$ cat src/rtl/fetch_unit.sv
`default_nettype none
// ============================================================================
// fetch_unit : instruction fetch FSM with a DEPTH-entry instruction buffer.
// Optional perf counters are enabled by defining FETCH_PERF_CNT_EN.
// Revision: 1.0
// ============================================================================
module fetch_unit #(
  parameter logic [31:0] RESET_PC = 32'h0000_0000,
  parameter int          DEPTH    = 4
) (
  input  logic        clk,
  input  logic        rst,
  output logic        imem_req,
  output logic [31:0] imem_addr,
  input  logic        imem_ack,
  input  logic [31:0] imem_rdata,
  input  logic        redirect,
  input  logic [31:0] redirect_pc,
  output logic        inst_valid,
  output logic [31:0] inst_out,
  output logic [31:0] inst_pc,
  input  logic        inst_ready
`ifdef FETCH_PERF_CNT_EN
  ,
  output logic [31:0] perf_fetched,
  output logic [31:0] perf_flushed,
  output logic [31:0] perf_stall
`endif
);

  localparam int AW = $clog2(DEPTH);
  localparam logic [AW:0] FULL_CNT = (AW+1)'(DEPTH);

  typedef enum logic [1:0] {
    IDLE = 2'd0,
    REQ  = 2'd1,
    DROP = 2'd2
  } state_t;

  state_t        state;
  logic [31:0]   fetch_pc;
  logic [AW-1:0] rd_ptr;
  logic [AW-1:0] wr_ptr;
  logic [AW:0]   count;
  logic [31:0]   buf_inst [DEPTH];
  logic [31:0]   buf_pc   [DEPTH];

  logic        pop;
  logic        push;
  logic [AW:0] cnt_after_pop;
  logic [AW:0] cnt_next;
  logic [31:0] aligned_pc;
  logic        unused_pc_bits;

  assign inst_valid     = (count != '0);
  assign pop            = inst_valid & inst_ready;
  assign push           = (state == REQ) & imem_ack & ~redirect;
  assign cnt_after_pop  = count - {{AW{1'b0}}, pop};
  assign cnt_next       = cnt_after_pop + {{AW{1'b0}}, push};
  assign aligned_pc     = {redirect_pc[31:2], 2'b00};
  assign unused_pc_bits = ^redirect_pc[1:0];

  assign imem_req  = (state == REQ);
  assign imem_addr = fetch_pc;
  assign inst_out  = inst_valid ? buf_inst[rd_ptr] : 32'h0;
  assign inst_pc   = inst_valid ? buf_pc[rd_ptr]   : 32'h0;

  // Storage needs no reset: occupancy gates everything that is observed.
  always_ff @(posedge clk) begin
    if (push) begin
      buf_inst[wr_ptr] <= imem_rdata;
      buf_pc[wr_ptr]   <= fetch_pc;
    end
  end

  always_ff @(posedge clk or posedge rst) begin
    if (rst) begin
      state    <= IDLE;
      fetch_pc <= RESET_PC;
      rd_ptr   <= '0;
      wr_ptr   <= '0;
      count    <= '0;
    end else if (redirect) begin
      rd_ptr   <= '0;
      wr_ptr   <= '0;
      count    <= '0;
      fetch_pc <= aligned_pc;
      case (state)
        REQ:     state <= imem_ack ? IDLE : DROP;
        // An ack arriving in DROP still retires the abandoned request, so
        // leaving DROP here cannot strand the FSM waiting for a second ack.
        DROP:    state <= imem_ack ? IDLE : DROP;
        default: state <= IDLE;
      endcase
    end else begin
      if (push) wr_ptr <= wr_ptr + 1'b1;
      if (pop)  rd_ptr <= rd_ptr + 1'b1;
      count <= cnt_next;
      case (state)
        IDLE: begin
          if (cnt_after_pop < FULL_CNT) state <= REQ;
        end
        REQ: begin
          if (imem_ack) begin
            fetch_pc <= fetch_pc + 32'd4;
            if (cnt_next >= FULL_CNT) state <= IDLE;
          end
        end
        DROP: begin
          if (imem_ack) state <= IDLE;
        end
        default: state <= IDLE;
      endcase
    end
  end

`ifdef FETCH_PERF_CNT_EN
  logic        resp_dropped;
  logic [31:0] flush_inc;

  assign resp_dropped = imem_ack & ((state == DROP) | ((state == REQ) & redirect));
  assign flush_inc    = (redirect ? 32'(cnt_after_pop) : 32'h0) + 32'(resp_dropped);

  always_ff @(posedge clk or posedge rst) begin
    if (rst) begin
      perf_fetched <= 32'h0;
      perf_flushed <= 32'h0;
      perf_stall   <= 32'h0;
    end else begin
      if (pop) perf_fetched <= perf_fetched + 32'd1;
      perf_flushed <= perf_flushed + flush_inc;
      if (inst_ready && !inst_valid) perf_stall <= perf_stall + 32'd1;
    end
  end
`endif

endmodule
`default_nettype wire

$ cat config.mk
export PLATFORM = sky130hd
export DESIGN_NAME = fetch_unit
export DESIGN_NICKNAME = d
export VERILOG_FILES = /design/src/rtl/fetch_unit.sv
export SDC_FILE = /design/constraint.sdc
export NUM_CORES = 1
export LEC_CHECK = 0
export ABC_AREA = 1
export CORE_MARGIN = 5
export CORE_UTILIZATION = 55
export DETAILED_ROUTE_END_ITERATION = 8
export PLACE_DENSITY = 0.83
export SETUP_SLACK_MARGIN = 0.02
export SYNTH_ARGS = -nofsm -noshare
export SYNTH_HDL_FRONTEND = slang
export SYNTH_SLANG_ARGS = --single-unit
$ cat constraint.sdc
create_clock -name clk -period 10.15 [get_ports clk]
set_input_delay 1.015 -clock clk [delete_from_list [all_inputs] [get_ports clk]]
set_output_delay 1.015 -clock clk [all_outputs]
set_load 0.02 [all_outputs]
# After elaboration in Yosys (flattened, before gate mapping)
# Memory sizes are Yosys's and may differ from the RTL's.
# Index checks and enable logic that the tools add are counted.
[op_classes] eq_ne=6 n_mux=20 magnitude_cmp=2 n_bitwise=4 addsub=5 n_reduce_logical=9
[op_table] op="two-way mux 32 bit" count=5
[op_table] op="adder 32 x 3 -> 32 bit, second input constant" count=1
[op_table] op="two-way mux 2 bit" count=11
[op_table] op="nonzero test 2 bit" count=4
[op_table] op="!= test 3 x 1 -> 1 bit, second input constant" count=2
[op_table] op="!= test 3 bit, second input constant" count=2
[op_table] op="one-hot mux 2 bit (3 select lines)" count=1
[op_table] op="adder 2 x 1 -> 2 bit, second input constant" count=2
[op_table] op="AND reduction 4 bit" count=1
[op_table] op="adder 3 x 1 -> 3 bit" count=1
[op_table] op="bitwise AND 1 bit" count=3
[op_table] op="greater-or-equal comparator 3 bit, second input constant" count=1
[op_table] op="less-than comparator 3 bit, second input constant" count=1
[op_table] op="two-way mux 3 bit" count=1
[op_table] op="nonzero test 3 bit" count=1
[op_table] op="subtractor 3 x 1 -> 3 bit" count=1
[op_table] op="== test 2 x 1 -> 1 bit, second input constant" count=1
[op_table] op="== test 2 bit, second input constant" count=1
[op_table] op="zero test 2 bit" count=1
[op_table] op="two-way mux 1 bit" count=2
[op_table] op="AND reduction 2 bit" count=1
[op_table] op="OR reduction 2 bit" count=1
[op_table] op="inverter 1 bit" count=1
[totals] out_inout_bits=98 ram_bits=256 regBits=41 input_bits=69 elab_cells=53 memories=2
[mem_list] memory="buf_inst" words=4 width=32 rd=1 rd_ports_with_merged_regs=0 wr=1 line="45" text="logic [31:0] buf_inst [DEPTH];"
[mem_list] memory="buf_pc" words=4 width=32 rd=1 rd_ports_with_merged_regs=0 wr=1 line="46" text="logic [31:0] buf_pc [DEPTH];"

# Longest topological paths before layout
[depth] word_depth=9 mapped_depth=15 depth_no_buf=15

# Worst setup path before layout
# No wires, ideal clock.
[synth_path] path_type="input -> register" start="input redirect" end="memory buf_inst[0][0], enable pin" path_stages=5 required_time_ps=9668 t_arrival_ps=4159 setup_ps=482 n_path_buf=2 setup_slack_ps=5509 cell_sequence="buf_4 nor2_8 inv_2 buf_2 nor2_1"
[synth_between] elab_chain_len=4
[synth_lines] element="start, declared" line="17" text="input logic redirect,"
[synth_lines] element="inverter 1 bit" line="57" text="assign push = (state == REQ) & imem_ack & ~redirect;"
[synth_lines] element="bitwise AND 1 bit" line="57"
[synth_lines] element="two-way mux 1 bit" line="70" text="if (push) begin"
[synth_lines] element="two-way mux 1 bit (implied by the code)" line="71" text="buf_inst[wr_ptr] <= imem_rdata;"
[synth_lines] element="end, declared" line="45"
# Every way passes these cells.

# Worst setup path after layout
[layout_path] start="register rd_ptr[0]" end="output inst_pc[18]"
[layout_between] elab_chain_len=2
[layout_lines] element="start, declared" line="42" text="logic [AW-1:0] rd_ptr;"
[layout_lines] element="start signal, assigned" line="97" text="if (pop) rd_ptr <= rd_ptr + 1'b1;"
[layout_lines] element="memory read (4 x 32 bit)"
[layout_lines] element="two-way mux 32 bit" line="66" text="assign inst_pc = inst_valid ? buf_pc[rd_ptr] : 32'h0;"
[layout_lines] element="end, declared" line="21" text="output logic [31:0] inst_pc,"
# Every way passes these cells.

==> impl_summary.md <==
Power
Of the total power, combinational logic draws 33.1%. The clock network burns 27.4% of the power. Summed over all nets, the switching power comes to 1283 uW. The power density relative to cell area is 246.5 nW/um^2.

The share of total power dissipated in sequential elements is 39.4%. Cell internal power was estimated by the tool at 2442 uW. The leakage dissipation is 0.005522 uW. VDD sags by at most 161.3 uV.

The share of total power consumed by net switching is 34.44%.

Timing
The fmax is 212.7 MHz. Setup repair after global routing left no endpoint under its margin. Setup violations remaining at the end of the flow were counted as 0.

The number of slew-limit violations in the final report is 0. The clock arrives with 0.01398 ns of skew. The worst pin sits at a relative slew slack of 35.60%. In the final timing run, aggregate negative setup slack is 0 ns. The number of hold violations in the final report came to 0.

The slew of the pin with the lowest slew margin is 0.9660 ns. The routed design could run at a clock period as short as 4.701 ns. The final critical path takes up 46.31% of the cycle.

Floorplanning
The effective utilization at floorplan is 55.21%. After floorplanning, the core was divided into 55 placement rows. The die span in x is 160.1 um. The die boundary height is 160.1 um.

The region available for standard cell placement spans 22,430 sq um. The die area is 25,620 sq um. The number of top-level design ports is 167.

Clocking
Counting the buffers created by CTS gives 29. After clock tree synthesis, the setup repair step added 0 buffers. The number of buffers inserted by hold repair at cts is 0.

The worst-case clock buffer depth is 3. The clock slew seen by the registers of the worst setup and hold paths is 0.06 ns. Clock latency on the worst-skew pair, taken at its later pin, is 0.53 ns. In this run the number of H-tree levels came out at 1. Gates resized during post-CTS repair numbered 0. The CTS tree is built. Clock tree synthesis selected as its root buffer the cell clkbuf_16. The clock net sink count is 287.

Layout
In the layout the commonest cells are nor2_1, edfxtp_1, clkdlybuf4s50_1. Relative to the synthesized area, the layout overhead comes to 22.00%. With fillers left out, the area of the finished cells amounts to 15,110 sq um. The number of nets in the layout is 1,368. The library cell used most frequently in the layout, excluding fill and tap cells, is nor2_1. The number of antenna diodes in the final layout is 0. The fraction of final layout cells sized beyond drive strength 1 is 7.105%.

GRT
The number of global-route vias before repair came to 8,744. The first global-routing pass estimated 45,130 um of wire. The final global-route overflow total is 0. The number of antenna violations at the first check in global routing is 0. For this run, the total global-route usage over all layers was measured as 21.90%. The largest net degree at the start of global routing is 94.

Routing
The final wirelength is 28,700 um. Across all layers, the routed design uses 8,859 vias. The number of nets with antenna violations after routing is 0. The routed via count divided by cell count is 5.558. The number of detailed-route iterations in the first pass is 5.

For this run, design rule violations remaining after detail routing come to 0. For this block, the initial DRC count from the detailed router was 623. In the final routed layout, each cell accounts on average for 18.01 um.

Synthesis
The count of mapped cells out of synthesis is 1,141. The count of synthesis-stage warnings from yosys is 0. The synthesized area per cell is 10.86 sq um.

The area of the mapped netlist is 12,390 sq um. The unique cell type count in the Yosys netlist is 37. Sequential elements use 68.00% of the synthesized area.

The number of register bits inferred by synthesis is 287.

Setup path
The family of cells with the greatest summed delay on the critical path is buffers and inverters. Of all nets on the critical path, the largest fanout is 93. Among all stages on the critical path, the largest delay is contributed by buf_4. The delay contributed by the slowest stage of the critical path is 0.74 ns. STA classifies the critical path startpoint as a flip-flop. The worst setup path is captured at a primary output. The critical path start-end classification is flip-flop to primary output.

The arrival time of data at the critical path endpoint is 3.69 ns. The data required time at the worst endpoint is 9.14 ns. The critical path contains buffers and inverters numbering 3 combined.

The signal on the critical path passes through clkinv_2 > buf_4 > o21ai_0 > a21oi_1 > clkdlybuf4s50_1.

Placement
The estimated wirelength of the detail-placed design is 16,240 um. The placed instances occupy a cell area of 14,200 sq um. The final weighted congestion of routability-driven global placement is 0.9242. The count of buffers added on input and output ports is 160.

Flow run
Max-cap violations in this run came to 0.

Status
The run finished with clean final reports.

Worst hold path
In this run the worst hold path is classified as flip-flop to flip-flop.
## power by group through the flow
stage | combinational [uW] | clock (uW) | sequential (uW)
3_5_place_dp | 1230 | 0 | 1490
6_report | 1230 | 1020 | 1470
3_3_place_gp | 1210 | 0 | 1480
2_1_floorplan | 694 | 0 | 1470
5_1_grt | 1330 | 1080 | 1480
4_1_cts | 1240 | 1030 | 1470
## state kept, by name, summed over array words and instances, names as in the netlist
register and count:
buf_inst 128, buf_pc 120, imem_addr 30, count 3, rd_ptr 2, state 2, wr_ptr 2
## path summary, 6_finish.rpt
kind / from / to / slack, ns / depth (start not counted)
max in group asynchronous: rst / rd_ptr[0] / 8.83 / 3
min in group asynchronous: rst / imem_addr[6] / 0.91 / 3
worst min register to register: state[1] / state[1] / 0.50 / 2
worst max-delay path: rd_ptr[0] / inst_pc[18] / 5.45 / 5
worst max register to register: state[1] / buf_inst[0][3] / 7.43 / 7
worst min-delay path: state[1] / state[1] / 0.50 / 2
## Yosys cell counts
cell | number | area, sq um
a21boi_0 | 1 | 7.510
a21oi_1 | 72 | 360.4
a22oi_1 | 3 | 22.52
a31oi_1 | 1 | 6.260
and2_1 | 1 | 6.260
buf_1 | 3 | 11.26
buf_2 | 21 | 105.1
buf_4 | 7 | 52.55
clkbuf_1 | 24 | 90.09
clkbuf_2 | 4 | 20.02
conb_1 | 1 | 3.750
dfrtp_1 | 39 | 975.9
edfxtp_1 | 248 | 7447
ha_1 | 12 | 150.1
inv_1 | 48 | 180.2
inv_2 | 7 | 26.28
inv_4 | 1 | 6.260
nand2_1 | 137 | 514.2
nand2_2 | 5 | 31.28
nand2_4 | 3 | 33.78
nand3_1 | 39 | 195.2
nand4_1 | 2 | 12.51
nor2_1 | 285 | 1070
nor2_2 | 9 | 56.30
nor2_4 | 5 | 56.30
nor2_8 | 4 | 80.08
nor3_1 | 1 | 5.000
nor3_2 | 1 | 10.01
o211ai_1 | 3 | 22.52
o21a_1 | 1 | 7.510
o21ai_0 | 112 | 560.5
o21ai_1 | 25 | 125.1
o21bai_1 | 4 | 30.03
o221ai_1 | 1 | 8.760
o311ai_0 | 1 | 8.760
xnor2_1 | 3 | 26.28
xor2_1 | 7 | 61.31
## metal layers
layer / GRT usage [%] / share of wire, % / vias up
li1: - / - / 4170
met1: 29.61 / 42 / 4250
met2: 37.26 / 49 / 389
met3: 3.587 / 7.6 / 50
met4: 5.788 / 1.9 / 0
met5: 0 / 0 / -
## per-stage QoR
step                instances  worst slack [ns]  util [%]  hold slack, ns  power (uW)
floorplan                1144             5.509         -          0.4675        2165
global placement         1541             6.118     63.28          0.4827        2695
detailed placement       1541             6.068     63.28          0.4974        2722
CTS                      1594             5.434     67.36          0.5145        3744
global route             1594             5.255     67.36          0.5330        3892
finish                   1594             5.449     67.36          0.5037        3725
## cells by family (layout without fill, tap and decap cells)
kind of cell | Yosys count | in the layout | synth area share (%)
adders and majority gates | 12 | 12 | 1.212
and+or+nand+nor | 492 | 492 | 16.72
other | 1 | 4 | 0.03027
xor gates and xnor gates | 10 | 10 | 0.7071
AOI/OAI and AO/OA | 224 | 224 | 9.364
buffers and inverters | 115 | 280 | 3.970
DFF | 287 | 287 | 68.00
## cell type report
type	instances	area, sq um
Tap cell	285	356.6
Fill cell	1624	7322
Sequential cell	287	8428
Inverter	56	214.0
Clock buffer	36	752.0
Clock inverter	17	163.9
Multi-Input combinational cell	742	3513
Timing Repair Buffer	171	1684
## tightest hold or removal path, cell delays in order, from the launching register on
cell and delay [ns]:
dfrtp_1 0.36, nand2_1 0.06, nand2_1 0.05
Note: power is estimated with default switching activity, not from simulation.
